<file path="config.mk">
export PLATFORM = sky130hd
export DESIGN_NAME = sc_fifo_csr_sequencer
export DESIGN_NICKNAME = d
export VERILOG_FILES = /design/src/rtl/sc_fifo_csr_pkg.sv /design/src/rtl/sc_fifo_poll_timer.sv /design/src/rtl/sc_fifo_csr_sequencer.sv
export SDC_FILE = /design/constraint.sdc
export NUM_CORES = 1
export LEC_CHECK = 0
export CORE_MARGIN = 2
export CORE_UTILIZATION = 39
export DETAILED_ROUTE_END_ITERATION = 8
export PLACE_DENSITY = 0.83
export SYNTH_ARGS = -nofsm -noshare
export SYNTH_HDL_FRONTEND = slang
export SYNTH_SLANG_ARGS = --single-unit
</file>
<file path="constraint.sdc">
create_clock -name clk_clk -period 2.57 [get_ports clk_clk]
set_input_delay 0.514 -clock clk_clk [delete_from_list [all_inputs] [get_ports clk_clk]]
set_output_delay 0.514 -clock clk_clk [all_outputs]
set_load 0.01 [all_outputs]
</file>
<file path="src/rtl/sc_fifo_csr_pkg.sv">
// ----------------------------------------------------------------------------
// sc_fifo_csr_pkg
//   Shared definitions for the sc_fifo CSR sequencer:
//   - CSR word addresses of the sc_fifo CSR slave
//   - sequencer FSM state encoding
//   - init-table entry layout {sel_tx, addr, data}
// ----------------------------------------------------------------------------
package sc_fifo_csr_pkg;

  localparam logic [2:0] CSR_FILL = 3'd0;
  localparam logic [2:0] CSR_AF   = 3'd2;
  localparam logic [2:0] CSR_AE   = 3'd3;
  localparam logic [2:0] CSR_CUT  = 3'd4;
  localparam logic [2:0] CSR_DROP = 3'd5;

  localparam int INIT_LEN = 7;

  typedef enum logic [2:0] {
    ST_INIT,
    ST_IDLE,
    ST_POLL_RD,
    ST_HOST_WR,
    ST_HOST_RD,
    ST_RD_WAIT
  } state_e;

  typedef struct packed {
    logic        sel_tx;
    logic [2:0]  addr;
    logic [31:0] data;
  } init_entry_t;

endpackage

</file>
<file path="src/rtl/sc_fifo_poll_timer.sv">
// ----------------------------------------------------------------------------
// sc_fifo_poll_timer
//   16-bit down-counter that raises poll_due once every POLL_PERIOD cycles.
//   Ports:
//     clk_i   clock
//     rst_ni  synchronous reset, active low
//     en_i    count enable (high once init has completed)
//     load_i  load POLL_PERIOD-1 (pulsed when init completes)
//     clr_i   clear poll_due (pulsed when a poll round finishes)
//     due_o   poll_due flag
// ----------------------------------------------------------------------------
module sc_fifo_poll_timer
  import sc_fifo_csr_pkg::*;
#(
  parameter int unsigned POLL_PERIOD = 1024
) (
  input  logic clk_i,
  input  logic rst_ni,
  input  logic en_i,
  input  logic load_i,
  input  logic clr_i,
  output logic due_o
);

  localparam logic [15:0] RELOAD = 16'(POLL_PERIOD - 1);

  logic [15:0] cnt_q, cnt_d;
  logic        due_q, due_d;

  // An expiry while due is already set leaves it set: expiries do not queue.
  // An expiry in the same cycle as a clear wins, so it is not lost.
  always_comb begin
    cnt_d = cnt_q;
    due_d = due_q;
    if (clr_i) due_d = 1'b0;
    if (load_i) begin
      cnt_d = RELOAD;
    end else if (en_i) begin
      if (cnt_q == 16'd0) begin
        cnt_d = RELOAD;
        due_d = 1'b1;
      end else begin
        cnt_d = cnt_q - 16'd1;
      end
    end
  end

  always_ff @(posedge clk_i) begin
    if (!rst_ni) begin
      cnt_q <= '0;
      due_q <= 1'b0;
    end else begin
      cnt_q <= cnt_d;
      due_q <= due_d;
    end
  end

  assign due_o = due_q;

endmodule

</file>
<file path="src/rtl/sc_fifo_csr_sequencer.sv">
// ----------------------------------------------------------------------------
// sc_fifo_csr_sequencer
//   Programs the RX/TX sc_fifo CSR slaves after reset, then round-robins
//   periodic fill-level polls against host CSR accesses.
//   Ports:
//     clk_clk, clk_reset_reset_n      clock, synchronous active-low reset
//     host_*                          host CSR slave port (addr[3] selects TX)
//     rx_csr_*, tx_csr_*              master ports to the two sc_fifo CSRs
//     init_done                       init table has been written
//     rx_fill_level, tx_fill_level    last sampled fill levels
//     fill_update                     one-cycle pulse when both levels refresh
// ----------------------------------------------------------------------------
module sc_fifo_csr_sequencer
  import sc_fifo_csr_pkg::*;
#(
  parameter int unsigned RX_AF_THR   = 448,
  parameter int unsigned RX_AE_THR   = 16,
  parameter int unsigned RX_DROP_ERR = 1,
  parameter int unsigned TX_AF_THR   = 448,
  parameter int unsigned TX_AE_THR   = 16,
  parameter int unsigned TX_CUT_THR  = 0,
  parameter int unsigned POLL_PERIOD = 1024
) (
  input  logic        clk_clk,
  input  logic        clk_reset_reset_n,
  input  logic [3:0]  host_address,
  input  logic        host_read,
  input  logic        host_write,
  input  logic [31:0] host_writedata,
  output logic        host_waitrequest,
  output logic [31:0] host_readdata,
  output logic        host_readdatavalid,
  output logic [2:0]  rx_csr_address,
  output logic        rx_csr_read,
  output logic        rx_csr_write,
  output logic [31:0] rx_csr_writedata,
  input  logic [31:0] rx_csr_readdata,
  output logic [2:0]  tx_csr_address,
  output logic        tx_csr_read,
  output logic        tx_csr_write,
  output logic [31:0] tx_csr_writedata,
  input  logic [31:0] tx_csr_readdata,
  output logic        init_done,
  output logic [31:0] rx_fill_level,
  output logic [31:0] tx_fill_level,
  output logic        fill_update
);

  function automatic init_entry_t init_entry(input logic [2:0] idx);
    case (idx)
      3'd0:    return '{sel_tx: 1'b0, addr: CSR_AF,   data: 32'(RX_AF_THR)};
      3'd1:    return '{sel_tx: 1'b0, addr: CSR_AE,   data: 32'(RX_AE_THR)};
      3'd2:    return '{sel_tx: 1'b0, addr: CSR_DROP, data: 32'(RX_DROP_ERR & 32'd1)};
      3'd3:    return '{sel_tx: 1'b1, addr: CSR_AF,   data: 32'(TX_AF_THR)};
      3'd4:    return '{sel_tx: 1'b1, addr: CSR_AE,   data: 32'(TX_AE_THR)};
      3'd5:    return '{sel_tx: 1'b1, addr: CSR_CUT,  data: 32'(TX_CUT_THR)};
      default: return '{sel_tx: 1'b1, addr: CSR_DROP, data: 32'd0};
    endcase
  endfunction

  state_e      state_q, state_d;
  logic [2:0]  idx_q, idx_d;
  logic        init_done_q, init_done_d;
  logic        prio_host_q, prio_host_d;
  logic        rd_host_q, rd_host_d;
  logic        rd_tx_q, rd_tx_d;
  logic        poll_tx_q, poll_tx_d;
  logic [31:0] rx_tmp_q, rx_tmp_d;
  logic [31:0] rx_fill_q, rx_fill_d;
  logic [31:0] tx_fill_q, tx_fill_d;
  logic        fill_upd_q, fill_upd_d;
  logic [31:0] hrdata_q, hrdata_d;
  logic        hrdv_q, hrdv_d;

  logic        bus_tx, bus_rd, bus_wr, waitreq;
  logic [2:0]  bus_addr;
  logic [31:0] bus_wdata, rd_data;
  logic        host_req, poll_due, tmr_load, tmr_clr;
  init_entry_t entry;

  sc_fifo_poll_timer #(
    .POLL_PERIOD(POLL_PERIOD)
  ) u_timer (
    .clk_i (clk_clk),
    .rst_ni(clk_reset_reset_n),
    .en_i  (init_done_q),
    .load_i(tmr_load),
    .clr_i (tmr_clr),
    .due_o (poll_due)
  );

  always_comb begin
    state_d     = state_q;
    idx_d       = idx_q;
    init_done_d = init_done_q;
    prio_host_d = prio_host_q;
    rd_host_d   = rd_host_q;
    rd_tx_d     = rd_tx_q;
    poll_tx_d   = poll_tx_q;
    rx_tmp_d    = rx_tmp_q;
    rx_fill_d   = rx_fill_q;
    tx_fill_d   = tx_fill_q;
    fill_upd_d  = 1'b0;
    hrdata_d    = hrdata_q;
    hrdv_d      = 1'b0;
    bus_tx      = 1'b0;
    bus_addr    = 3'd0;
    bus_rd      = 1'b0;
    bus_wr      = 1'b0;
    bus_wdata   = 32'd0;
    waitreq     = 1'b1;
    tmr_load    = 1'b0;
    tmr_clr     = 1'b0;
    entry       = init_entry(idx_q);
    host_req    = host_read | host_write;
    rd_data     = rd_tx_q ? tx_csr_readdata : rx_csr_readdata;

    case (state_q)
      ST_INIT: begin
        bus_tx    = entry.sel_tx;
        bus_addr  = entry.addr;
        bus_wr    = 1'b1;
        bus_wdata = entry.data;
        if (idx_q == 3'(INIT_LEN - 1)) begin
          state_d     = ST_IDLE;
          init_done_d = 1'b1;
          tmr_load    = 1'b1;
        end else begin
          idx_d = idx_q + 3'd1;
        end
      end
      ST_IDLE: begin
        // With both pending the pointer decides; the winner hands priority over.
        if (poll_due && (!host_req || !prio_host_q)) begin
          state_d     = ST_POLL_RD;
          poll_tx_d   = 1'b0;
          prio_host_d = 1'b1;
        end else if (host_req) begin
          state_d     = host_write ? ST_HOST_WR : ST_HOST_RD;
          prio_host_d = 1'b0;
        end
      end
      ST_POLL_RD: begin
        bus_tx    = poll_tx_q;
        bus_addr  = CSR_FILL;
        bus_rd    = 1'b1;
        rd_host_d = 1'b0;
        rd_tx_d   = poll_tx_q;
        state_d   = ST_RD_WAIT;
      end
      ST_HOST_WR: begin
        waitreq   = 1'b0;
        bus_tx    = host_address[3];
        bus_addr  = host_address[2:0];
        bus_wr    = 1'b1;
        bus_wdata = host_writedata;
        state_d   = ST_IDLE;
      end
      ST_HOST_RD: begin
        waitreq   = 1'b0;
        bus_tx    = host_address[3];
        bus_addr  = host_address[2:0];
        bus_rd    = 1'b1;
        rd_host_d = 1'b1;
        rd_tx_d   = host_address[3];
        state_d   = ST_RD_WAIT;
      end
      ST_RD_WAIT: begin
        if (rd_host_q) begin
          hrdata_d = rd_data;
          hrdv_d   = 1'b1;
          state_d  = ST_IDLE;
        end else if (!poll_tx_q) begin
          // Hold the RX sample so both levels publish together after the TX read.
          rx_tmp_d  = rd_data;
          poll_tx_d = 1'b1;
          state_d   = ST_POLL_RD;
        end else begin
          rx_fill_d  = rx_tmp_q;
          tx_fill_d  = rd_data;
          fill_upd_d = 1'b1;
          tmr_clr    = 1'b1;
          state_d    = ST_IDLE;
        end
      end
      default: state_d = ST_INIT;
    endcase

    // Keep both CSR buses quiet and the host stalled while reset is held.
    if (!clk_reset_reset_n) begin
      bus_tx    = 1'b0;
      bus_addr  = 3'd0;
      bus_rd    = 1'b0;
      bus_wr    = 1'b0;
      bus_wdata = 32'd0;
      waitreq   = 1'b1;
    end
  end

  always_ff @(posedge clk_clk) begin
    if (!clk_reset_reset_n) begin
      state_q     <= ST_INIT;
      idx_q       <= 3'd0;
      init_done_q <= 1'b0;
      prio_host_q <= 1'b0;
      rd_host_q   <= 1'b0;
      rd_tx_q     <= 1'b0;
      poll_tx_q   <= 1'b0;
      rx_fill_q   <= 32'd0;
      tx_fill_q   <= 32'd0;
      fill_upd_q  <= 1'b0;
      hrdata_q    <= 32'd0;
      hrdv_q      <= 1'b0;
    end else begin
      state_q     <= state_d;
      idx_q       <= idx_d;
      init_done_q <= init_done_d;
      prio_host_q <= prio_host_d;
      rd_host_q   <= rd_host_d;
      rd_tx_q     <= rd_tx_d;
      poll_tx_q   <= poll_tx_d;
      rx_fill_q   <= rx_fill_d;
      tx_fill_q   <= tx_fill_d;
      fill_upd_q  <= fill_upd_d;
      hrdata_q    <= hrdata_d;
      hrdv_q      <= hrdv_d;
    end
  end

  always_ff @(posedge clk_clk) begin
    rx_tmp_q <= rx_tmp_d;
  end

  assign rx_csr_address   = bus_tx ? 3'd0  : bus_addr;
  assign rx_csr_read      = !bus_tx && bus_rd;
  assign rx_csr_write     = !bus_tx && bus_wr;
  assign rx_csr_writedata = bus_tx ? 32'd0 : bus_wdata;
  assign tx_csr_address   = bus_tx ? bus_addr  : 3'd0;
  assign tx_csr_read      = bus_tx && bus_rd;
  assign tx_csr_write     = bus_tx && bus_wr;
  assign tx_csr_writedata = bus_tx ? bus_wdata : 32'd0;

  assign host_waitrequest   = waitreq;
  assign host_readdata      = hrdata_q;
  assign host_readdatavalid = hrdv_q;
  assign init_done          = init_done_q;
  assign rx_fill_level      = rx_fill_q;
  assign tx_fill_level      = tx_fill_q;
  assign fill_update        = fill_upd_q;

endmodule

</file>
==> results.yml <==
status:
  outcome: "finished with violations"
  violations: "setup timing"
pwr:
  clkPwrFrac_pct: 34.6
  share_comb_of_total_power_pct: 26.7
  seq_power_share_pct: 38.7
  swShare_pct: 28.38
  p_int_mw: 4.837
  p_per_area_mw_per_mm2: 608.7
  ir_drop_uv: 420.5
  leakage_nw: 4.081
  switchingPower_mw: 1.917
logic_synthesis:
  netlist_area_mm2: 0.006943
  yosys.cell_types.count: 63
  async_flop_share_pct: 0
  synth_edf_count: 32
  yosysSeqAreaShare_pct: 50.17
  syn_area_per_cell_um2: 8.625
  ys_seq_elements: 158
  synth_nets: 916
  synthCells: 805
  synth_flop_cell: "dfxtp_1"
  yosysWarnings: 0
finish:
  syn2layout_area_growth_pct: 59.81
  fin_cells: 1343
  layout_common_cells: "203 x clkdlybuf4s50_1, 122 x dfxtp_1, 117 x nor2_1, 104 x nand2_1, 64 x a211oi_1"
  drive_above_1_share_pct: 21.38
  n_fill_cell: 1385
  nNetsFinal: 1216
  layout_commonest_cell: "clkdlybuf4s50_1"
  antenna_cells: 0
clock_tree:
  cts_tree: "yes"
  cts_hold_buffers: 0
  cts_buffer_depth: 2
  cts_root_buf: "clkbuf_16"
  cts_buffers: 17
  htree_levels: 4
  path_clk_slew_ns: 0.06
  clock-sinks: 158
  clkLatencyLatePin_ns: 0.42
setup_path:
  cpPeakStageDelay_ns: 0.32
  reg2reg_from: "u_timer.cnt_q[0]$_SDFFE_PN0P_"
  end_kind: "primary output"
  path_class: "reg2out"
  critPathLaunchType: "register"
  critPathMaxFanout: 7
  ff2ff_path_depth: 6
  crit_top_cell: "buf_6"
  crit_arrival_ns: 2.26
  cp.required_ns: 2.06
  path_buf_inv: 6
  crit_path_cell_trace: "buf_6 > inv_4 > ha_4 > nor3_4 > o31a_1 > o31ai_4 > buf_6 > buf_8 > buf_6 > and2_4 > buf_6"
  r2r_slack_ns: 0.39
  r2r-end: "u_timer.cnt_q[7]$_SDFFE_PN0P_"
  cp_top_family: "buffers and inverters"
  cp_slowest_cell: "dfxtp_2"
timing:
  fin_crit_sh_pct: 108.0
  hold_violations: 0
  fin_skew_ns: 0.006778
  period_minus_slack_ns: 2.775
  worst_slack_ns: -0.2051
  max_slew_margin_pct: 20.68
  rsz0062_at_grt: "true"
  fmax_mhz: 360.4
  slew_viol_final: 0
  worst_pin_slew_ns: 1.190
  setup_viol: 73
hold_path:
  hold_end: "rx_fill_level[16]$_SDFFE_PN0P_"
  holdCritPathClass: "reg2reg"
  hold_depth: 2
  hold_start: "rx_fill_level[16]$_SDFFE_PN0P_"
global_route:
  gr-max-usage-layer: "met2"
  antenna_found_initial: 0
  grt_max_degree: 112
  met2_usage_pct: 37.15
  use_met1_pct: 24.77
  use_met3_pct: 7.432
  grt_pass1_wl_um: 32580
  grt_usage_pct: 21.80
  grt-ovfl-total: 0
  grt_pass1_vias: 6561
die:
  die_h_um: 137.4
  die-width_um: 137.4
  core-area_mm2: 0.01736
  ios: 278
  num_rows: 48
  dieArea_mm2: 0.01889
  initial_core_util_pct: 40.00
route:
  wl_per_cell_um: 15.82
  wirelength_um: 21250
  viasPerCell: 5.100
  first_iter_violations: 286
  drtAntennaViolNets: 0
  dr.pass1.iters: 5
  vias: 6849
  drc: 0
placed_design:
  dp_cells: 1296
  pre_cts_slack_ns: -0.3908
  port_buffers: 277
  hpwl_um: 14260
  gp_congestion: 0.7905
run:
  maxCapViolations: 0
-- sequential cells by signal, indices dropped and copies added, names as in the netlist --
| register | flops |
|---|---|
| tx_fill_level | 32 |
| poll_tx_q | 1 |
| idx_q | 3 |
| u_timer.due_o | 1 |
| rd_tx_q | 1 |
| rd_host_q | 1 |
| init_done | 1 |
| rx_fill_level | 32 |
| fill_update | 1 |
| host_readdatavalid | 1 |
| host_readdata | 32 |
| u_timer.cnt_q | 16 |
| rx_tmp_q | 32 |
| state_q | 3 |
| prio_host_q | 1 |
-- how the worst max path moves through the flow --
stage | startpoint | to | slack [ns] | cells after the start
after detailed placement | host_address[3] | tx_csr_write | -0.39 | 7
after CTS | idx_q[0]$_SDFFE_PN0P_ | rx_csr_address[2] | -0.25 | 11
after global routing | idx_q[0]$_SDFFE_PN0P_ | rx_csr_address[2] | -0.29 | 9
final | idx_q[1]$_SDFFE_PN0P_ | rx_csr_address[2] | -0.21 | 11
after floorplan | idx_q[2]$_SDFFE_PN0P_ | tx_csr_writedata[10] | 0.02 | 7
after global placement | host_address[3] | tx_csr_write | -0.35 | 7
-- metal layers --
metal  vias up  part of all wire (%)
li1       3373                     -
met3        36                   8.7
met1      3159                    39
met2       281                    50
met5         -                     0
met4         0                   2.8
-- stage by stage --
step / hold slack, ns / power [mW] / TNS [ns] / util, % / cell area (um^2)
3_3_place_gp: 0.4404 / 3.893 / -19.95 / 58.77 / 10200
3_5_place_dp: 0.4466 / 3.917 / -23.33 / 58.77 / 10200
5_1_grt: 0.4683 / 7.040 / -16.68 / 63.93 / 11100
6_report: 0.4507 / 6.754 / -8.846 / 63.93 / 11100
2_1_floorplan: 0.4452 / 3.333 / 0 / - / 6945
4_1_cts: 0.4545 / 6.604 / -14.12 / 63.39 / 11000
-- cells by family after synthesis --
| kind of cell | synth area share (%) |
|---|---|
| simple gates | 21.45 |
| compound gates | 15.97 |
| flops | 50.17 |
| buf+inv | 5.569 |
| mux | 5.208 |
| fa+ha+maj | 1.261 |
| xor+xnor | 0.3785 |
-- worst reg2reg max path, stage by stage (launching register included) --
cell and delay [ns]:
dfxtp_1 0.33, inv_1 0.12, ha_1 0.16, or3b_2 0.49
nor4_4 0.43, nor2_1 0.17, a221oi_1 0.37
-- power by group through the flow --
stage / clock (mW) / combinational [mW] / sequential, mW
floorplan: 0 / 0.687 / 2.65
CTS: 2.38 / 1.61 / 2.61
global placement: 0 / 1.23 / 2.66
detailed placement: 0 / 1.25 / 2.66
global route: 2.49 / 1.93 / 2.62
finish: 2.34 / 1.80 / 2.62
-- timing repair --
item | 4_1_cts | 5_1_grt
setup endpoints to repair | 75 | 73
buffers inserted | 14 | 2
pin swaps | 38 | 9
resized for setup | 338 | 94
cloned | 3 | 0
-- area by class of cell --
class	count	area (um^2)	area share, %
clock buffers	22	475.5	4.285
well taps	225	281.5	2.537
inverters	42	166.4	1.500
clock inverters	10	78.83	0.7104
multi-input cells	547	3415	30.77
repair buffers	339	3191	28.76
flip-flops and latches	158	3488	31.44
-- cell usage after synthesis (3+ instances only) --
master	number	area share (%)
a21oi_1	57	4.1
buf_2	8	0.58
or3b_2	3	0.38
o21ai_0	17	1.2
or4_4	3	0.49
edfxtp_1	32	14
o211ai_1	3	0.32
a21boi_0	4	0.43
nand2_1	104	5.6
and3_1	3	0.27
nor3b_1	4	0.43
o31ai_1	3	0.32
nor3_1	7	0.50
nand3_1	7	0.50
ha_1	7	1.3
nor4_1	5	0.45
nand3b_1	3	0.32
a221oi_1	3	0.38
mux2i_1	35	5.0
or4_1	5	0.54
and2_1	6	0.54
buf_1	5	0.27
inv_1	41	2.2
clkbuf_1	44	2.4
nand2b_1	5	0.45
dfxtp_1	126	36
nor2_1	153	8.3
a211oi_1	64	6.9
nor2b_1	4	0.36
or3_1	5	0.45
No activity file was read; power rests on OpenSTA's default activity.
